`src/rtl/hazard_pkg.sv`:
```
`default_nettype none
// ============================================================================
// Module  : hazard_pkg
// Purpose : Shared constants for the pipeline hazard controller.
// Revision: 1.0
// ============================================================================
package hazard_pkg;

    localparam int          PIPE_DEPTH = 3;
    localparam int          NUM_REGS   = 16;
    localparam logic [3:0]  COND_AL    = 4'hE;

endpackage : hazard_pkg
`default_nettype wire

```
`src/rtl/sb_counter.sv`:
```
`default_nettype none
// ============================================================================
// Module  : sb_counter
// Purpose : 2-bit scoreboard countdown with load, hold and floor at zero.
// Revision: 1.0
// ============================================================================
module sb_counter (
    input  logic       clk,
    input  logic       rst,
    input  logic       hold,
    input  logic       load,
    input  logic [1:0] load_val,
    output logic [1:0] count
);

    logic [1:0] r_count;

    // Priority: hold (memory freeze) > load (new issue) > decrement.
    always_ff @(posedge clk or negedge rst) begin
        if (!rst) begin
            r_count <= 2'd0;
        end else if (hold) begin
            r_count <= r_count;
        end else if (load) begin
            r_count <= load_val;
        end else if (r_count != 2'd0) begin
            r_count <= r_count - 2'd1;
        end
    end

    assign count = r_count;

endmodule : sb_counter
`default_nettype wire

```
`src/rtl/pipe_hazard_ctrl.sv`:
```
`default_nettype none
// ============================================================================
// Module  : pipe_hazard_ctrl
// Purpose : Scoreboard-based RAW/flag hazard detection, stall/flush control.
// Revision: 1.0
// ============================================================================
module pipe_hazard_ctrl #(
    parameter int PIPE_DEPTH = hazard_pkg::PIPE_DEPTH,
    parameter int CNT_W      = 16
) (
    input  logic             clk,
    input  logic             rst,
    input  logic             id_valid,
    input  logic [3:0]       src1,
    input  logic [3:0]       src2,
    input  logic             two_src,
    input  logic             id_wb_en,
    input  logic [3:0]       id_dest,
    input  logic             id_s,
    input  logic [3:0]       id_cond,
    input  logic             branch_taken,
    input  logic             mem_busy,
    output logic             hazard,
    output logic             stall_if,
    output logic             stall_id,
    output logic             freeze,
    output logic             flush,
    output logic [15:0]      busy_map,
    output logic [CNT_W-1:0] stall_cnt
);

    import hazard_pkg::*;

    localparam logic [1:0]       c_wb_load  = 2'(PIPE_DEPTH);
    localparam logic [1:0]       c_sr_load  = 2'd1;
    localparam logic [CNT_W-1:0] c_cnt_max  = '1;

    logic [1:0]          w_reg_cnt [NUM_REGS];
    logic [NUM_REGS-1:0] w_busy;
    logic [NUM_REGS-1:0] w_reg_load;
    logic [1:0]          w_sr_cnt;
    logic                w_raw;
    logic                w_flag_haz;
    logic                w_hazard;
    logic                w_stall;
    logic                w_flush;
    logic                w_issue;
    logic [CNT_W-1:0]    r_stall_cnt;

    // Checks use the current counter state, so an instruction never waits on itself.
    assign w_raw      = id_valid & (w_busy[src1] | (two_src & w_busy[src2]));
    assign w_flag_haz = id_valid & (id_cond != COND_AL) & (w_sr_cnt != 2'd0);
    assign w_hazard   = (w_raw | w_flag_haz) & ~branch_taken;
    assign w_stall    = w_hazard | mem_busy;
    assign w_flush    = branch_taken & ~mem_busy;
    assign w_issue    = id_valid & ~w_hazard & ~mem_busy & ~w_flush;

    generate
        for (genvar gi = 0; gi < NUM_REGS; gi++) begin : g_reg_sb
            assign w_reg_load[gi] = w_issue & id_wb_en & (id_dest == 4'(gi));

            sb_counter u_cnt (
                .clk      (clk),
                .rst      (rst),
                .hold     (mem_busy),
                .load     (w_reg_load[gi]),
                .load_val (c_wb_load),
                .count    (w_reg_cnt[gi])
            );

            assign w_busy[gi] = (w_reg_cnt[gi] != 2'd0);
        end
    endgenerate

    // Flags become usable one cycle after the setting instruction leaves EX.
    sb_counter u_sr_cnt (
        .clk      (clk),
        .rst      (rst),
        .hold     (mem_busy),
        .load     (w_issue & id_s),
        .load_val (c_sr_load),
        .count    (w_sr_cnt)
    );

    always_ff @(posedge clk or negedge rst) begin
        if (!rst) begin
            r_stall_cnt <= '0;
        end else if (w_stall && (r_stall_cnt != c_cnt_max)) begin
            r_stall_cnt <= r_stall_cnt + 1'b1;
        end
    end

    assign hazard    = w_hazard;
    assign stall_if  = w_stall;
    assign stall_id  = w_stall;
    assign freeze    = mem_busy;
    assign flush     = w_flush;
    assign busy_map  = w_busy;
    assign stall_cnt = r_stall_cnt;

endmodule : pipe_hazard_ctrl
`default_nettype wire

```
`config.mk`:
```
export PLATFORM = sky130hd
export DESIGN_NAME = pipe_hazard_ctrl
export DESIGN_NICKNAME = d
export VERILOG_FILES = /design/src/rtl/hazard_pkg.sv /design/src/rtl/sb_counter.sv /design/src/rtl/pipe_hazard_ctrl.sv
export SDC_FILE = /design/constraint.sdc
export NUM_CORES = 1
export LEC_CHECK = 0
export ABC_AREA = 1
export CORE_ASPECT_RATIO = 2
export CORE_MARGIN = 2
export CORE_UTILIZATION = 29
export CTS_CLUSTER_SIZE = 24
export DETAILED_ROUTE_END_ITERATION = 7
export PLACE_DENSITY_LB_ADDON = 0.3
export SLEW_MARGIN = 20
export SYNTH_ARGS = -nofsm -noshare
export SYNTH_HDL_FRONTEND = slang
export SYNTH_HIERARCHICAL = 1
export SYNTH_SLANG_ARGS = --single-unit
```
`constraint.sdc`:
```
create_clock -name clk -period 2.25 [get_ports clk]
set_input_delay 0.3375 -clock clk [delete_from_list [all_inputs] [get_ports clk]]
set_output_delay 0.3375 -clock clk [all_outputs]
set_load 0.05 [all_outputs]
```
==> flow_summary.ini, run 1 <==
[status]
outcome = finished with violations
violations = setup timing

[global_route]
overflow = 0
grt_pass1_vias = 3851
gr-usage-all-layers = 0.148
grt_max_degree = 51
antenna_found_initial = 0
grt_pass1_wl_um = 17800

[worst_setup_path]
arrival_ns = 2.62
cp-start-kind = input pin
r2r-start = g_reg_sb[8].u_cnt/count[0]
r2r-end = g_reg_sb[3].u_cnt/count[0]
cp_data_required_time_ns = 2.48
critical_path_class = input pin to flip-flop
rrSetupSlack_ns = -0.12
crit_fanout = 5
r2r_cells = 18
endpoint_kind = flip-flop

[clock_tree]
cts_hold_buffers = 0
cts_buffer_depth = 2
cts_root_buffer = clkbuf_16
cts_tree = done
clk_latency_ns = 0.29
cts_buffers = 5
htreeDepth = 2
clk_pin_slew_worst_paths_ns = 0.07
clock-sinks = 50

[timing]
final.setup.tns_ns = -2.44
period_minus_slack_ns = 2.38
rsz0062_at_grt = yes
max_freq_ghz = 0.420
tightest_slew_ns = 0.685
hold_viol = 0
finalSetupViolations = 34
finClkSkew_ns = 0.00510
slew_violations = 0
fin_ws_ns = -0.133
post-route-period-util = 1.06
relSlewSlack = 0.543

[power]
combPwrFrac = 0.601
p_sw_mw = 3.11
power_frac_seq = 0.245
leakage_nw = 3.02
p_per_area_mw_per_mm2 = 1140
switching_share = 0.472
intPower_mw = 3.47
ir_worst_vdd_mv = 0.798
clkPwrFrac = 0.154

[logic_synthesis]
syn_avg_cell_area_um2 = 6.33
synth_seq_area_share = 0.310
syn_inst = 637
synth_cell_types = 27
yosysWarnings = 6
syn-cell-area_mm2 = 0.00404
ys_ff_latch = 50

[route]
viasPerCell = 4.44
wl_per_cell_um = 11.4
wirelength_um = 10500
firstDrtPassIters = 4
antenna_left = 0
num_vias = 4121
drt_iter0_markers = 210
drc = 0

[floorplanning]
pin_count = 61
die_w_um = 87.4
start_util = 0.294
fp.dieArea_mm2 = 0.0149
core-area_mm2 = 0.0137
die_h_um = 171
num_rows = 61

[cells_and_area]
nets = 812
syn2layout_area_growth_pct = 42.9
fin_area_mm2 = 0.00576
drive_gt1_frac = 0.218
fillers = 1410
diodes = 0
final_cell_mix = nand2_1 (235), inv_1 (97), dfrtp_1 (50), clkdlybuf4s50_1 (48), nand3_1 (42)
final_common_cell = nand2_1

[place]
dp_hpwl_um = 8060
place_congestion = 0.801
place_ws_ns = -0.482
io_buffer_count = 60
place_area_mm2 = 0.00523

[flow_run]
maxCapViolations = 0

[min_path]
hp-class = input pin to asynchronous set/reset pin
-- worst max path at each step --
stage | from | end | slack (ns) | depth (start not counted)
after global placement | src1[0] | g_reg_sb[6].u_cnt/count[1] | -0.44 | 17
final | src1[0] | g_reg_sb[3].u_cnt/count[0] | -0.13 | 18
after floorplan | g_reg_sb[10].u_cnt/count[0] | stall_if | 0.001 | 14
after CTS | g_reg_sb[9].u_cnt/count[0] | g_reg_sb[3].u_cnt/count[0] | -0.05 | 19
after detailed placement | src1[0] | g_reg_sb[6].u_cnt/count[0] | -0.48 | 17
after global routing | g_reg_sb[9].u_cnt/count[1] | g_reg_sb[3].u_cnt/count[0] | -0.31 | 18
-- through the flow --
step                instances  total power [mW]  utilization  hold WS (ns)
floorplan                 669              4.13            -        0.0419
global placement          915              5.27        0.381         0.490
detailed placement        915              5.33        0.381         0.493
CTS                       927              6.49        0.405         0.199
global route              928              7.17        0.420         0.233
finish                    928              6.58        0.420         0.167
-- worst max-delay path, stage by stage --
cell	delay [ns]
clkdlybuf4s15_1	0.26
bufbuf_16	0.31
nand2_1	0.06
nand3_1	0.10
nand2_2	0.09
nand2_2	0.05
nand3_2	0.06
nand2_2	0.05
nor2_2	0.13
nand4_1	0.18
nor2_4	0.28
nand2_4	0.14
nor2_4	0.13
buf_6	0.13
inv_4	0.04
a21oi_4	0.14
nand2_1	0.07
nand2_1	0.07
-- layer usage --
| layer | wire [µm] | part of all wire | GRT usage |
|---|---|---|---|
| met3 | 509 | 0.048 | 0.0251 |
| met2 | 4990 | 0.47 | 0.238 |
| met5 | 0 | 0 | 0 |
| met4 | 203 | 0.019 | 0.0455 |
| met1 | 4840 | 0.46 | 0.201 |
-- Yosys cell counts (all sizes together) --
library cell  count  area, µm²
conb              2       7.51
ha               18        225
xnor2             8       70.1
o21ai            35        175
a21oi            18        154
nand2           280       1120
nand4             4       40.0
nand3            45        230
dfrtp            50       1250
nor2             43        169
buf               7       66.3
o211ai            2       15.0
xor2              5       43.8
nor3b             1       12.5
inv             119        454
-- registers in the layout (all words and copies together), names as in the netlist --
signal / flops
u_sr_cnt/count: 2
g_reg_sb.u_cnt/count: 32
stall_cnt: 16
-- logic make-up (layout without fill, tap and decap cells) --
family | after synthesis | in the layout | synth area share
AND/OR/NAND/NOR | 373 | 373 | 0.390
buffers and inverters | 126 | 228 | 0.129
AO/OA/AOI/OAI | 55 | 55 | 0.0853
flip-flops | 50 | 50 | 0.310
adder cells (fa/ha/maj) | 18 | 18 | 0.0558
XOR/XNOR | 13 | 13 | 0.0282
other | 2 | 34 | 0.00186
-- repair_timing --
action / in CTS / in global routing
buffers inserted: 5 / 5
pin swaps: 9 / 31
gates cloned: 1 / 0
resized for setup: 30 / 60
setup endpoints to repair: 35 / 38
-- final cells by class --
cell class / instances / area, µm² / share of cell area
timing repair buffer: 101 / 1010 / 0.176
sequential: 50 / 1250 / 0.217
tap: 157 / 196 / 0.0341
clock inverter: 2 / 60.1 / 0.0104
multi-input combinational: 493 / 2630 / 0.456
clock buffer: 6 / 139 / 0.0241
inverter: 119 / 472 / 0.0818
-- power by group through the flow --
stage / clock (mW) / sequential (mW) / combinational (mW)
CTS: 1.05 / 1.60 / 3.84
detailed placement: 0 / 1.61 / 3.72
finish: 1.02 / 1.61 / 3.95
global placement: 0 / 1.61 / 3.66
global route: 1.08 / 1.68 / 4.41
floorplan: 0 / 1.70 / 2.44
Note: power is estimated with default switching activity, not from simulation.
==> run 2, diff against run 1 <==
--- a/config.mk
+++ b/config.mk
@@ -12,7 +12,6 @@
 export CTS_CLUSTER_SIZE = 24
 export DETAILED_ROUTE_END_ITERATION = 7
 export PLACE_DENSITY_LB_ADDON = 0.3
-export SLEW_MARGIN = 20
 export SYNTH_ARGS = -nofsm -noshare
 export SYNTH_HDL_FRONTEND = slang
 export SYNTH_HIERARCHICAL = 1
==> results of run 2 <==
The final DEF is identical to that of run 1; final timing and power are the same.
